File: src/rtl/pipelined_shift_unit.sv
// Pipelined SLL/SRL/SRA shift unit with RV64 word forms. The log-shifter levels are
// spread evenly over PIPE_STAGES register stages, and the stages use a valid/ready handshake.

module pipelined_shift_unit_stage #(
  parameter int XLEN    = 64,
  parameter int SHAMT_W = 6,
  parameter int TAG_W   = 5,
  parameter int CW      = SHAMT_W + 3,
  parameter int LO      = 0,
  parameter int NLVL    = 3,
  parameter bit LAST    = 1'b0
)(
  input  logic             clk,
  input  logic             rst_n,
  input  logic             flush,
  input  logic             load,
  input  logic             d_vld,
  input  logic [XLEN-1:0]  d_data,
  input  logic [CW-1:0]    d_ctl,
  input  logic [TAG_W-1:0] d_tag,
  output logic             q_vld,
  output logic [XLEN-1:0]  q_data,
  output logic [CW-1:0]    q_ctl,
  output logic [TAG_W-1:0] q_tag
);
  logic [SHAMT_W-1:0] shamt;
  logic               fill, sll, word;
  logic [XLEN-1:0]    sh, res;

  assign {word, sll, fill, shamt} = d_ctl;

  function automatic logic [XLEN-1:0] bit_rev(input logic [XLEN-1:0] x);
    logic [XLEN-1:0] r;
    for (int i = 0; i < XLEN; i++) r[i] = x[XLEN-1-i];
    return r;
  endfunction

  // This stage applies levels LO..LO+NLVL-1. The last stage also undoes the SLL
  // bit reversal and sign-extends word-form results.
  always_comb begin
    sh = d_data;
    for (int j = 0; j < NLVL; j++)
      if (shamt[LO+j])
        sh = (sh >> (1 << (LO+j))) | (fill ? ~({XLEN{1'b1}} >> (1 << (LO+j))) : '0);
    res = sh;
    if (LAST) begin
      if (sll) res = bit_rev(res);
      if (word)
        for (int i = 32; i < XLEN; i++) res[i] = res[31];
    end
  end

  always_ff @(posedge clk or negedge rst_n) begin
    if (!rst_n) begin
      q_vld  <= 1'b0;
      q_data <= '0;
      q_ctl  <= '0;
      q_tag  <= '0;
    end else if (flush) begin
      q_vld <= 1'b0;
    end else if (load) begin
      q_vld <= d_vld;
      if (d_vld) begin
        q_data <= res;
        q_ctl  <= d_ctl;
        q_tag  <= d_tag;
      end
    end
  end
endmodule

module pipelined_shift_unit #(
  parameter int XLEN        = 64,
  parameter int SHAMT_W     = 6,
  parameter int PIPE_STAGES = 2,
  parameter int TAG_W       = 5
)(
  input  logic               clk,
  input  logic               rst_n,
  input  logic               flush,
  input  logic               in_valid,
  output logic               in_ready,
  input  logic [1:0]         in_op,
  input  logic               in_word,
  input  logic [XLEN-1:0]    in_data,
  input  logic [SHAMT_W-1:0] in_shamt,
  input  logic [TAG_W-1:0]   in_tag,
  output logic               out_valid,
  input  logic               out_ready,
  output logic [XLEN-1:0]    out_data,
  output logic [TAG_W-1:0]   out_tag
);
  localparam int LPS = SHAMT_W / PIPE_STAGES;
  localparam int CW  = SHAMT_W + 3;

  if (PIPE_STAGES < 1 || PIPE_STAGES > SHAMT_W || (SHAMT_W % PIPE_STAGES) != 0) begin : g_bad_cfg
    $error("pipelined_shift_unit: PIPE_STAGES must be in 1..SHAMT_W and divide SHAMT_W");
  end

  logic [PIPE_STAGES:0]              vld_pipe;
  logic [PIPE_STAGES-1:0]            vld_q;
  logic [PIPE_STAGES:0]              free;
  logic [PIPE_STAGES:0][XLEN-1:0]    p_data;
  logic [PIPE_STAGES:0][CW-1:0]      p_ctl;
  logic [PIPE_STAGES:0][TAG_W-1:0]   p_tag;
  logic                              unused_last_ctl;

  logic               sra, sll, fill;
  logic [SHAMT_W-1:0] shamt_eff;
  logic [XLEN-1:0]    pre;

  function automatic logic [XLEN-1:0] bit_rev(input logic [XLEN-1:0] x);
    logic [XLEN-1:0] r;
    for (int i = 0; i < XLEN; i++) r[i] = x[XLEN-1-i];
    return r;
  endfunction

  // SLL reuses the right shifter by working on the bit-reversed operand.
  always_comb begin
    sra       = (in_op == 2'b10);
    sll       = (in_op == 2'b00);
    shamt_eff = in_word ? (in_shamt & SHAMT_W'(31)) : in_shamt;
    pre       = in_data;
    if (in_word)
      for (int i = 32; i < XLEN; i++) pre[i] = sra & in_data[31];
    fill = sra & (in_word ? in_data[31] : in_data[XLEN-1]);
    if (sll) pre = bit_rev(pre);
  end

  // Stage k may load if it is empty, or if any later stage has a hole, or if the consumer is draining.
  always_comb begin
    logic acc;
    acc               = out_ready;
    free              = '0;
    free[PIPE_STAGES] = out_ready;
    for (int k = PIPE_STAGES-1; k >= 0; k--) begin
      acc     = acc | ~vld_q[k];
      free[k] = acc;
    end
  end

  assign in_ready    = ~flush & free[0];
  assign vld_pipe    = {vld_q, in_valid & in_ready};
  assign p_data[0]   = pre;
  assign p_ctl[0]    = {in_word, sll, fill, shamt_eff};
  assign p_tag[0]    = in_tag;

  for (genvar g = 0; g < PIPE_STAGES; g++) begin : g_stage
    pipelined_shift_unit_stage #(
      .XLEN(XLEN), .SHAMT_W(SHAMT_W), .TAG_W(TAG_W), .CW(CW),
      .LO(g*LPS), .NLVL(LPS), .LAST(g == PIPE_STAGES-1)
    ) u_stage (
      .clk(clk), .rst_n(rst_n), .flush(flush), .load(free[g]),
      .d_vld(vld_pipe[g]), .d_data(p_data[g]), .d_ctl(p_ctl[g]), .d_tag(p_tag[g]),
      .q_vld(vld_q[g]), .q_data(p_data[g+1]), .q_ctl(p_ctl[g+1]), .q_tag(p_tag[g+1])
    );
  end

  assign unused_last_ctl = ^p_ctl[PIPE_STAGES];
  assign out_valid       = vld_pipe[PIPE_STAGES];
  assign out_data        = p_data[PIPE_STAGES];
  assign out_tag         = p_tag[PIPE_STAGES];
endmodule
File: config.mk
export PLATFORM = sky130hd
export DESIGN_NAME = pipelined_shift_unit
export DESIGN_NICKNAME = d
export VERILOG_FILES = /design/src/rtl/pipelined_shift_unit.sv
export SDC_FILE = /design/constraint.sdc
export NUM_CORES = 1
export LEC_CHECK = 0
export CAP_MARGIN = 20
export CORE_MARGIN = 5
export CORE_UTILIZATION = 42
export DETAILED_ROUTE_END_ITERATION = 8
export HOLD_SLACK_MARGIN = 0.08
export MAX_ROUTING_LAYER = met4
export PLACE_DENSITY = 0.7
export SLEW_MARGIN = 10
export SYNTH_ARGS = -nofsm -noshare
export SYNTH_HDL_FRONTEND = slang
export SYNTH_SLANG_ARGS = --single-unit
export TNS_END_PERCENT = 50
File: constraint.sdc
create_clock -name clk -period 3 [get_ports clk]
set_input_delay 0.6 -clock clk [delete_from_list [all_inputs] [get_ports clk]]
set_output_delay 0.6 -clock clk [all_outputs]
set_load 0.1 [all_outputs]
==> impl_metrics.py, run 1 <==
metrics = {
    "drt": {
        "routed_wl_um": 37700,
        "vias_per_cell": 6.47,
        "drtPass1Iterations": 5,
        "routedWlPerCell_um": 22.9,
        "drc": 0,
        "vias": 10600,
        "drtIter0Drc": 1355,
        "antenna_left": 0,
    },
    "yosys": {
        "synth_top_area_share_pct": 32.8,
        "synth_area_leaders": "dfrtp_1 33%, mux4_2 15%, nand2_1 6.9%",
        "synthFlopType": "dfrtp_1",
        "syn_nets": 1233,
        "ys_async_sr_fraction_pct": 100,
        "synth_edf_count": 0,
        "yosysWarningCount": 0,
        "synthCells": 1150,
        "syn_avg_cell_area_sq_um": 9.69,
        "yosysTopAreaCell": "dfrtp_1",
        "seq_area_frac_synth_pct": 32.8,
        "netlist_area_sq_um": 11100,
        "yosysUniqueCellTypes": 62,
        "ys_seq_elements": 146,
    },
    "worst_setup_path": {
        "crit_type": "reg2reg",
        "cp-end-kind": "flip-flop",
        "crit_chain": "buf_4, mux2_2, o31ai_1, nor2_1, a2111oi_0, nor3_1",
        "cp-start-kind": "flip-flop",
        "slowest_stage": "dfrtp_4",
        "critPathMaxStageDelay_ns": 0.76,
        "worst-path-buf-inv": 1,
        "path_max_fanout": 32,
        "crit_required_ns": 3.29,
        "worstPathArrival_ns": 2.90,
        "crit_family": "compound AO/OA/AOI/OAI gates",
    },
    "global_route": {
        "overflow": 0,
        "grt_pass1_wl_um": 60500,
        "grt_pass1_vias": 10300,
        "grt_max_degree": 67,
        "grt_usage_pct": 25.6,
        "antenna_found_initial": 0,
    },
    "die": {
        "ios": 154,
        "fp.dieArea_sq_um": 29900,
        "row_count": 59,
        "die_h_um": 173,
        "core_area_sq_um": 26100,
        "die_x_um": 173,
        "initial_core_util_pct": 42.7,
    },
    "layout": {
        "nNetsFinal": 1380,
        "drive_above_1_share_pct": 24.7,
        "final_cells": 1644,
        "n_antenna_cell": 0,
        "nFillCells": 2358,
        "syn2layout_area_growth_pct": 23.9,
    },
    "timing": {
        "tightestPinTransition_ns": 0.745,
        "tns_ns": 0,
        "finalMaxSlewViolations": 0,
        "hold_viol": 0,
        "setup_viol": 0,
        "fin_skew_ns": 0.0100,
        "rsz0062_at_grt": "false",
        "max_freq_mhz": 383,
        "fin_crit_ns": 2.61,
        "slew_headroom_pct": 50.3,
        "finalCritPeriodShare_pct": 87.0,
    },
    "cts": {
        "clk_latency_ns": 0.43,
        "clkSinkCount": 146,
        "cts_setup_buffers": 0,
        "cts.path.max_buffers": 2,
        "path_clk_slew_ns": 0.06,
        "ctsHoldBuffers": 0,
        "cts_max_level": 4,
        "clock-root-buffer": "clkbuf_16",
        "numCtsBuffers": 17,
        "cts_tree": "built",
        "cts_resized": 0,
    },
    "run": {
        "drv_cap": 0,
    },
    "power": {
        "leakagePower_nw": 5.80,
        "total_power_w": 0.0110,
        "peakVddDrop_mv": 0.459,
        "p_per_area_nw_per_um2": 796,
    },
    "place": {
        "dp_hpwl_um": 29000,
        "place_inst": 1613,
        "place_congestion": 0.971,
        "numPortBuffers": 153,
    },
    "status": {
        "status": "completed",
    },
    "hold_path": {
        "hp-class": "in2async",
    },
}
worst paths after layout:
kind | cells past startpoint | from | endpoint | slack, ns
setup / recovery | 6 | g_stage[0].u_stage.q_ctl[3] | g_stage[1].u_stage.q_data[49] | 0.39
hold / removal | 1 | rst_n | g_stage[1].u_stage.q_tag[1] | 0.15
setup reg to reg | 6 | g_stage[0].u_stage.q_ctl[3] | g_stage[1].u_stage.q_data[49] | 0.39
hold reg to reg | 2 | g_stage[0].u_stage.q_tag[3] | g_stage[1].u_stage.q_tag[3] | 0.47
max in group asynchronous | 2 | rst_n | g_stage[1].u_stage.q_data[42] | 2.06
min in group clk | 2 | g_stage[0].u_stage.q_tag[3] | g_stage[1].u_stage.q_tag[3] | 0.47
cells in the mapped netlist (all sizes together) (13+ instances only):
library cell    n
a21oi          36
o211ai         13
mux2           33
mux2i          65
clkbuf         66
nand2         204
nor2b          29
dfrtp         146
mux4           73
a221oi         39
nor2           70
o21ai          58
a22oi          50
o221ai         53
buf            54
state kept, by name, summed over array words and instances (netlist names):
register / count
g_stage.u_stage.q_data: 128
g_stage.u_stage.q_vld: 2
g_stage.u_stage.q_tag: 10
g_stage.u_stage.q_ctl: 6
cells in the final DEF (no fill, tap or decap), types with 6 or more instances in the layout:
master           Yosys  layout
a21o_1              10      10
a21oi_1             35      34
a221o_1             11      11
a32oi_1              9       9
o311ai_0             6       6
clkbuf_16            0      17
a221oi_2             6       6
nor2_1              69      69
nand3_1              8       8
o21ai_0             49      49
o211ai_1            13      13
mux4_2              73      73
mux2_1               6       6
nor2b_1             29      29
o221ai_1            53      53
mux2i_1             65      65
o22ai_1              7       7
a221oi_1            33      33
nand2_1            204     203
a22oi_1             50      50
nor4b_1             12      12
dfrtp_1            146     142
inv_1                6       6
o21ai_1              9       9
a211oi_1             7       7
a2111oi_0            6       6
nor3_1              10      10
clkdlybuf4s50_1      0      80
buf_12               0      10
nand2b_1            12      12
o31ai_1             12      12
buf_4                5     156
mux2_2              27      27
cell type report:
class	count	area (sq um)	share of cell area, %
multi-input combinational	875	6910	50.1
sequential	146	3660	26.5
timing repair buffer	248	2190	15.8
clock buffer	19	433	3.13
tap	335	419	3.03
clock inverter	12	161	1.17
inverter	9	33.8	0.245
power by group:
group	switching [W]	leakage (nW)	total (W)	internal (W)
Sequential	0.000538	1.82	0.00301	0.00247
Clock	0.000869	0.279	0.00218	0.00131
Combinational	0.00406	3.71	0.00580	0.00174
routing by layer:
metal  share of wire [%]  up-vias  GRT usage, %
met1                  44     5269          35.6
li1                    -     4754             -
met2                  46      554          38.8
met3                 7.5       59          4.28
met4                 3.2        0          7.88
met5                   0        -             -
through the flow:
step                      hold WS, ns  cell area (sq um)  utilization [%]  worst slack [ns]
after floorplan                 0.304              11200                -             0.319
after global placement          0.449              13200             50.6             0.131
after detailed placement        0.454              13200             50.6            0.0613
after CTS                       0.181              13800             52.8             0.371
after global routing            0.204              13800             52.8             0.189
final                           0.154              13800             52.8             0.391
cell families after synthesis:
group	after synthesis	synth area share (%)
AO/OA/AOI/OAI	339	23.1
XOR/XNOR	1	0.0786
buffers and inverters	129	5.43
flip-flops	146	32.8
multiplexers	171	23.9
AND/OR/NAND/NOR	364	14.7
No activity file was read; power rests on OpenSTA's default activity.
==> run 2: changes to the inputs <==
--- a/config.mk
+++ b/config.mk
@@ -11,9 +11,10 @@
 export DETAILED_ROUTE_END_ITERATION = 8
 export HOLD_SLACK_MARGIN = 0.08
 export MAX_ROUTING_LAYER = met4
-export PLACE_DENSITY = 0.7
+export PLACE_DENSITY = 0.69
 export SLEW_MARGIN = 10
 export SYNTH_ARGS = -nofsm -noshare
 export SYNTH_HDL_FRONTEND = slang
+export SYNTH_HIERARCHICAL = 1
 export SYNTH_SLANG_ARGS = --single-unit
 export TNS_END_PERCENT = 50
==> run 2 against run 1 <==
Combinational power increased by 11%. Hold slack got worse by 0.034 ns. Count of clock-buffer cells in the layout increased by 4. Global-route usage decreased by 2.0 points. Worst setup slack improved by 0.12 ns. Synthesized area increased by 5.1%. Sequential power increased by 4%. Non-clock buffer count decreased by 56. Total power increased by 6.6%. Wire length decreased by 3.3%. Sequential cell count unchanged.
==> impl_metrics.py, run 2 <==
metrics = {
    "drt": {
        "routed_wl_um": 36400,
        "drtPass1Iterations": 6,
        "antenna_left": 0,
        "routedWlPerCell_um": 21.6,
        "drtIter0Drc": 1347,
        "vias": 10600,
        "vias_per_cell": 6.29,
        "drc": 0,
    },
    "worst_setup_path": {
        "crit_required_ns": 3.36,
        "cp-start-kind": "flip-flop",
        "critPathMaxStageDelay_ns": 0.70,
        "crit_type": "reg2reg",
        "reg2reg_from": "g_stage[0].u_stage/q_ctl[3]",
        "slowest_stage": "dfrtp_2",
        "crit_top_cell": "buf_4",
        "r2r.worst_path.cells": 6,
        "rrSetupSlack_ns": 0.51,
        "r2r_end": "g_stage[1].u_stage/q_data[36]",
        "crit_chain": "buf_4, mux2i_1, a221oi_2, a2bb2oi_4, buf_4, o22a_1",
        "worstPathArrival_ns": 2.85,
        "path_max_fanout": 27,
        "cp-end-kind": "flip-flop",
    },
    "layout": {
        "final_cell_mix": "161 x nand2_1, 145 x o22ai_1, 144 x dfrtp_1",
        "final_cell_area_sq_um": 13700,
        "n_antenna_cell": 0,
        "largest_reg_flops": 128,
        "regArea_sq_um": 3660,
        "nNetsFinal": 1376,
        "largestRegisters": "g_stage.u_stage/q_data x128, g_stage.u_stage/q_tag x10, g_stage.u_stage/q_ctl x6",
        "multiInputGateArea_sq_um": 7150,
        "largest-register": "g_stage.u_stage/q_data",
        "nFillCells": 2632,
        "syn2layout_area_growth_pct": 16.6,
        "drive_above_1_share_pct": 25.7,
        "final_common_cell": "nand2_1",
    },
    "cts": {
        "ctsHoldBuffers": 0,
        "clk_latency_ns": 0.43,
        "cts_setup_buffers": 0,
        "cts_tree": "built",
        "clock-root-buffer": "clkbuf_16",
        "numCtsBuffers": 17,
        "clkSinkCount": 146,
        "cts_max_level": 4,
        "path_clk_slew_ns": 0.06,
        "cts.path.max_buffers": 2,
        "cts_resized": 0,
    },
    "yosys": {
        "syn_avg_cell_area_sq_um": 9.64,
        "netlist_area_sq_um": 11700,
        "syn_nets": 1298,
        "yosysWarningCount": 6,
        "synthCells": 1215,
    },
    "timing": {
        "max_freq_mhz": 402,
        "hold_viol": 0,
        "finalCritPeriodShare_pct": 83.0,
        "tns_ns": 0,
        "rsz0062_at_grt": "false",
        "slew_headroom_pct": 49.3,
        "hold_slack_ns": 0.120,
        "setup_viol": 0,
        "tightestPinTransition_ns": 0.761,
        "finalMaxSlewViolations": 0,
        "fin_ws_ns": 0.511,
        "fin_skew_ns": 0.00998,
        "fin_crit_ns": 2.49,
    },
    "place": {
        "dp_hpwl_um": 27400,
        "place_congestion": 0.948,
        "pre_cts_ws_ns": 0.179,
        "dpl-instance-area_sq_um": 13100,
        "numPortBuffers": 153,
    },
    "power": {
        "p_per_area_nw_per_um2": 857,
        "peakVddDrop_mv": 0.422,
        "leakagePower_nw": 5.72,
    },
    "global_route": {
        "antenna_found_initial": 0,
        "grt_max_degree": 131,
        "grt_pass1_wl_um": 58100,
        "overflow": 0,
        "grt_usage_pct": 23.7,
        "grt_pass1_vias": 9979,
    },
    "die": {
        "fp.dieArea_sq_um": 31300,
        "die_h_um": 177,
        "core_area_sq_um": 27600,
        "ios": 154,
        "initial_core_util_pct": 42.4,
        "die_x_um": 177,
        "row_count": 61,
    },
    "run": {
        "drv_cap": 0,
    },
    "status": {
        "status": "completed",
    },
    "hold_path": {
        "hp-class": "in2async",
    },
}
[run 2: worst max-delay path by stage]
stage                                     start                             to  slack [ns]
floorplan              g_stage[1].u_stage/q_vld                       in_ready        0.04
global placement                       in_op[0]  g_stage[0].u_stage/q_data[57]        0.24
detailed placement                     in_op[0]  g_stage[0].u_stage/q_data[57]        0.18
CTS                 g_stage[0].u_stage/q_ctl[3]  g_stage[1].u_stage/q_data[36]        0.53
global route        g_stage[0].u_stage/q_ctl[3]  g_stage[1].u_stage/q_data[52]        0.40
finish              g_stage[0].u_stage/q_ctl[3]  g_stage[1].u_stage/q_data[36]        0.51
[run 2: layout make-up]
| class | instances | share of cell area (%) |
|---|---|---|
| clock inverters | 9 | 0.751 |
| repair buffers | 192 | 12.9 |
| flip-flops and latches | 146 | 26.8 |
| well taps | 378 | 3.46 |
| clock buffers | 23 | 3.65 |
| multi-input cells | 930 | 52.3 |
| inverters | 6 | 0.165 |
[run 2: metal layers]
layer | global-route usage, % | up-vias | routed length, um
li1 | - | 4832 | -
met1 | 35.1 | 5137 | 17200
met2 | 34.5 | 577 | 15900
met3 | 3.23 | 52 | 2680
met4 | 5.38 | 0 | 654
met5 | - | - | 0
[run 2: per-stage QoR]
stage          power [W]  instances  utilization (%)
2_1_floorplan    0.00791       1215                -
3_3_place_gp     0.00945       1652             47.3
3_5_place_dp     0.00951       1652             47.3
4_1_cts           0.0117       1684             49.4
5_1_grt           0.0122       1684             49.4
6_report          0.0117       1684             49.4
[run 2: where the power goes]
part / switching (W) / internal (W) / leakage (nW)
registers: 0.000595 / 0.00252 / 1.81
logic: 0.00448 / 0.00193 / 3.62
clock network: 0.000852 / 0.00133 / 0.291
[run 2: critical path, delay by kind of cell, from the launching register on]
family / cells / cell delay, ns
buffers and inverters: 2 / 0.58
DFF: 1 / 0.70
muxes: 1 / 0.16
AOI/OAI and AO/OA: 3 / 0.96
